[src/rtl/axi_expand.sv]
// Streaming sample widener: sign-extend, per-packet left shift, saturate to WIDTH_OUT.
// Two registered stages with AXI-stream backpressure and saturation status reporting.
//
// state  | meaning
// IDLE   | between packets; next accepted beat latches shift
// IN_PKT | inside a packet; beats use the latched shift_r
module axi_expand #(
  parameter int WIDTH_IN  = 16,
  parameter int WIDTH_OUT = 24,
  parameter int SHIFT_W   = 4,
  parameter int CNT_W     = 16
) (
  input  logic                 clk,
  input  logic                 reset_n,
  input  logic [SHIFT_W-1:0]   shift,
  input  logic                 clear,
  input  logic [WIDTH_IN-1:0]  i_tdata,
  input  logic                 i_tlast,
  input  logic                 i_tvalid,
  output logic                 i_tready,
  output logic [WIDTH_OUT-1:0] o_tdata,
  output logic                 o_tlast,
  output logic                 o_tvalid,
  input  logic                 o_tready,
  output logic                 o_sat,
  output logic [CNT_W-1:0]     o_sat_count,
  output logic                 o_sat_count_stb
);

  localparam int PROD_W = WIDTH_OUT + (2**SHIFT_W) - 1;

  typedef enum logic {IDLE = 1'b0, IN_PKT = 1'b1} state_t;

  state_t                state, state_nxt;
  logic [SHIFT_W-1:0]    shift_r, eff_shift;
  logic                  s1_valid, s1_last, s1_ready;
  logic [PROD_W-1:0]     s1_prod, prod_in;
  logic                  in_acc, out_xfer;
  logic [PROD_W-WIDTH_OUT:0] hi_bits;
  logic                  sat_flag, s2_sat;
  logic [WIDTH_OUT-1:0]  sat_data;
  logic [CNT_W-1:0]      sat_run, sat_run_inc;

  assign s1_ready = !o_tvalid || o_tready;
  assign i_tready = reset_n && (!s1_valid || s1_ready);
  assign in_acc   = i_tvalid && i_tready;
  assign out_xfer = o_tvalid && o_tready;

  always_ff @(posedge clk or negedge reset_n) begin
    if (!reset_n) begin
      state   <= IDLE;
      shift_r <= '0;
    end else begin
      state <= state_nxt;
      if (in_acc && state == IDLE) shift_r <= shift;
    end
  end

  always_comb begin
    state_nxt = state;
    case (state)
      IDLE:    if (in_acc && !i_tlast) state_nxt = IN_PKT;
      IN_PKT:  if (in_acc && i_tlast)  state_nxt = IDLE;
      default: state_nxt = IDLE;
    endcase
  end

  // The first beat of a packet uses the live shift input, later beats the latched copy
  always_comb begin
    eff_shift = (state == IDLE) ? shift : shift_r;
  end

  always_comb begin
    prod_in = {{(PROD_W-WIDTH_IN){i_tdata[WIDTH_IN-1]}}, i_tdata} << eff_shift;
  end

  always_ff @(posedge clk or negedge reset_n) begin
    if (!reset_n) begin
      s1_valid <= 1'b0;
      s1_prod  <= '0;
      s1_last  <= 1'b0;
    end else if (!s1_valid || s1_ready) begin
      s1_valid <= in_acc;
      if (in_acc) begin
        s1_prod <= prod_in;
        s1_last <= i_tlast;
      end
    end
  end

  // Fits when every bit from the output sign position upward agrees
  always_comb begin
    hi_bits  = s1_prod[PROD_W-1:WIDTH_OUT-1];
    sat_flag = !((&hi_bits) || !(|hi_bits));
    if (!sat_flag)
      sat_data = s1_prod[WIDTH_OUT-1:0];
    else if (s1_prod[PROD_W-1])
      sat_data = {1'b1, {(WIDTH_OUT-1){1'b0}}};
    else
      sat_data = {1'b0, {(WIDTH_OUT-1){1'b1}}};
  end

  always_ff @(posedge clk or negedge reset_n) begin
    if (!reset_n) begin
      o_tvalid <= 1'b0;
      o_tdata  <= '0;
      o_tlast  <= 1'b0;
      s2_sat   <= 1'b0;
    end else if (s1_ready) begin
      o_tvalid <= s1_valid;
      if (s1_valid) begin
        o_tdata <= sat_data;
        o_tlast <= s1_last;
        s2_sat  <= sat_flag;
      end
    end
  end

  always_comb begin
    sat_run_inc = sat_run;
    if (s2_sat && sat_run != {CNT_W{1'b1}}) sat_run_inc = sat_run + CNT_W'(1);
  end

  always_ff @(posedge clk or negedge reset_n) begin
    if (!reset_n) begin
      sat_run         <= '0;
      o_sat_count     <= '0;
      o_sat_count_stb <= 1'b0;
      o_sat           <= 1'b0;
    end else begin
      o_sat_count_stb <= 1'b0;
      if (out_xfer) begin
        if (o_tlast) begin
          o_sat_count     <= sat_run_inc;
          o_sat_count_stb <= 1'b1;
          sat_run         <= '0;
        end else begin
          sat_run <= sat_run_inc;
        end
      end
      // Set takes priority over clear
      if (out_xfer && s2_sat) o_sat <= 1'b1;
      else if (clear)         o_sat <= 1'b0;
    end
  end

endmodule
[config.mk]
export PLATFORM = sky130hd
export DESIGN_NAME = axi_expand
export DESIGN_NICKNAME = d
export VERILOG_FILES = /design/src/rtl/axi_expand.sv
export SDC_FILE = /design/constraint.sdc
export NUM_CORES = 1
export LEC_CHECK = 0
export ABC_AREA = 1
export BUFFER_PORTS_ARGS = -buffer_cell sky130_fd_sc_hd__buf_2
export CORE_MARGIN = 2
export CORE_UTILIZATION = 35
export CTS_CLUSTER_DIAMETER = 60
export DETAILED_ROUTE_END_ITERATION = 10
export GPL_ROUTABILITY_DRIVEN = 0
export PLACE_DENSITY_LB_ADDON = 0.2
export SLEW_MARGIN = 20
export SYNTH_ARGS = -nofsm -noshare
export SYNTH_HDL_FRONTEND = slang
export SYNTH_SLANG_ARGS = --single-unit
[constraint.sdc]
create_clock -name clk -period 1.8 [get_ports clk]
set_clock_uncertainty 0.1 [all_clocks]
set_input_delay 0.36 -clock clk [delete_from_list [all_inputs] [get_ports clk]]
set_output_delay 0.36 -clock clk [all_outputs]
set_load 0.05 [all_outputs]
==> flow_summary.toml <==
[final_layout]
layout-drive-gt1-share = 0.1925
fin_area_sq_um = 6535
final_net_count = 879
syn_to_final_growth_pct = 19.08
final_cells = 1068
diodes = 0

[global_route]
grt_pass1_vias = 4818
grt-ovfl-total = 0
grt_max_degree = 100
antenna_found_initial = 0
grt_usage = 0.1761
grt_first_pass_wirelength_microns = 23560

[worst_setup_path]
crit_type = "reg2out"
regToRegSetupSlack_ps = 110
crit_family = "flip-flops"
r2r_cells = 10
critical-path-max-stage-delay_ps = 430
slowest_stage = "dfrtp_2"
rr_endpoint = "s1_prod[28]$_DFFE_PN0P_"
arrival_ps = 1290
critPathMaxFanout = 4
crit_required_ps = 1340
start_kind = "register"
worstSetupEndpointType = "output pin"
critPathBufInv = 2
path_cells = "nand3_2 -> nand2_2 -> clkinvlp_4 -> buf_2"

[pwr]
power.share.combinational = 0.352
p_leak_uw = 0.003441
internal-power_uw = 4577
ir_drop_mv = 0.4998
pwr-share-seq = 0.390
p_sw_uw = 3030
p_per_area_nw_per_um2 = 1164
switching_share = 0.3984
clkPwrFrac = 0.258

[clock_tree]
cts_resized = 0
htree_levels = 3
root_buffer = "clkbuf_16"
holdBufCountCts = 0
cts_buffers = 9
post_cts_buffers = 0
clk_latency_ps = 350
clk_pin_slew_ps = 70
clock-sinks = 99
cts_tree = "built"
clockBufferDepth = 2

[sta]
fmax_ghz = 0.5726
setup_viol = 0
max_slew.worst_pin.slew_ps = 517.6
relSlewSlack = 0.6549
timing.final.crit_period_ps = 1747
period_share = 0.9703
maxSlewViolCount = 0
rsz0062_at_grt = "yes"
holdWs_ps = -3.493
hold_viol_final = 2

[floorplanning]
core-area_sq_um = 15260
io_pins = 71
die_x_microns = 129.2
die_y_microns = 129.2
die_area_sq_um = 16700
start_util = 0.3597
row_count = 45

[detailed_routing]
drt_iter0_drc = 236
wl_per_cell_microns = 12.72
route.vias.total = 5005
routed_wl_microns = 13580
drtAntennaViolNets = 0
drc = 0
viasPerCell = 4.686
dr.pass1.iters = 5

[run_status]
violations = "hold timing"
outcome = "finished, violations left"

[yosys]
synth_seq_cells = 99
synth_top_area_share = 0.4514
ys_top_cells_by_count = "nand2_1, nand3_1, dfrtp_1, inv_1"
synth_nets = 795
ys_top_cells_by_area = "dfrtp_1, nand2_1, nand3_1"
syn_inst = 768
synth-main-ff-cell = "dfrtp_1"
synth.most_common_cell = "nand2_1"
synth_largest_area_cell = "dfrtp_1"
ys_types = 30
synth_area_sq_um = 5488
synth_edf_count = 0
syn_avg_cell_area_sq_um = 7.146
async_flop_share = 1.000
ys_seq_area_frac = 0.4514
yosys_warnings = 0

[place]
hpwl_microns = 10250
post-place-cells = 1052
placed_cell_area_sq_um = 6212
port_buffers = 70

[hold_path]
hp-class = "in2async"

[flow_run]
maxCapViolations = 0
-- sequential cells by signal (all words and copies together), names as in the netlist, named ones only --
register         count
o_sat                1
o_sat_count         16
o_sat_count_stb      1
o_tdata             24
o_tlast              1
o_tvalid             1
s1_last              1
s1_prod             31
s1_valid             1
s2_sat               1
sat_run             16
shift_r              4
-- stage by stage --
step | TNS, ps | utilization | setup WS [ps] | hold slack, ps | power (uW)
finish | 0 | 0.4283 | 53.50 | -3.493 | 7607
global route | -8.206 | 0.4283 | -3.532 | 46.66 | 8118
CTS | 0 | 0.4270 | 31.36 | 19.16 | 7680
detailed placement | 0 | 0.4071 | 54.60 | 360.5 | 5677
global placement | 0 | 0.4071 | 87.05 | 358.5 | 5670
floorplan | -2.768 | - | -2.768 | -35.59 | 4940
-- layout make-up --
class / count / area, sq um
Clock inverter: 5 / 60.06
Sequential cell: 99 / 2480
Clock buffer: 11 / 242.7
Inverter: 58 / 227.7
Tap cell: 211 / 264.0
Fill cell: 1627 / 8723
Multi-Input combinational cell: 580 / 2633
Timing Repair Buffer: 104 / 628.1
-- cells in the final DEF (no fill, tap or decap), types with 2 or more instances in the layout --
cell type   netlist  final
inv_2             8      6
o211ai_1          6      6
clkbuf_16         0      9
nand4_1           7      7
inv_4             1      2
a21boi_1          4      4
clkinv_2          0      2
dfrtp_2           0      2
nor2_2            2      3
xnor2_1          10     10
nand2_2          21     21
nor3_1            2      2
buf_2            14     69
nand2_1         337    335
inv_1            48     47
buf_4             6     33
nor2_1           21     20
nand3_1         135    134
o21ai_0          17     16
nand2_4           1      3
o21ai_1           4      5
dfrtp_1          99     97
a21oi_1           6      5
o21ai_2           2      2
clkinvlp_4        0      2
-- cells by family after synthesis --
group | synth area share
and+or+nand+nor | 0.4118
adders and majority gates | 0.002280
DFF | 0.4514
buffers and inverters | 0.07410
AOI/OAI and AO/OA | 0.04286
xor gates and xnor gates | 0.01756
-- power groups by stage --
stage | clock network [uW] | logic (uW) | registers [uW]
3_5_place_dp | 0 | 2670 | 3010
2_1_floorplan | 0 | 1280 | 3660
4_1_cts | 2030 | 2680 | 2970
6_report | 1960 | 2680 | 2970
5_1_grt | 2110 | 2970 | 3030
3_3_place_gp | 0 | 2660 | 3010
-- worst max path at each step --
stage	startpoint	end	slack, ps	cells past startpoint
global placement	sat_run[0]$_DFFE_PN0N_	o_sat_count[5]$_DFFE_PN0P_	90	12
CTS	o_tvalid$_DFFE_PN0P_	i_tready	30	4
global route	sat_run[0]$_DFFE_PN0N_	o_sat_count[6]$_DFFE_PN0P_	-4	12
floorplan	o_tvalid$_DFFE_PN0P_	s1_prod[13]$_DFFE_PN0P_	-3	8
detailed placement	o_tready	s1_prod[8]$_DFFE_PN0P_	50	9
finish	o_tvalid$_DFFE_PN0P_	i_tready	50	4
-- routing by layer --
layer  part of all wire  vias up  global-route usage  routed length, microns
met4              0.016        0             0.05946                     220
met1               0.48     2283              0.2357                    6522
met2               0.47       96              0.2873                    6385
met3              0.033       18             0.03344                     454
met5                  0        -                   0                       0
li1                   -     2608                   -                       -
(Power assumes the default switching activity.)
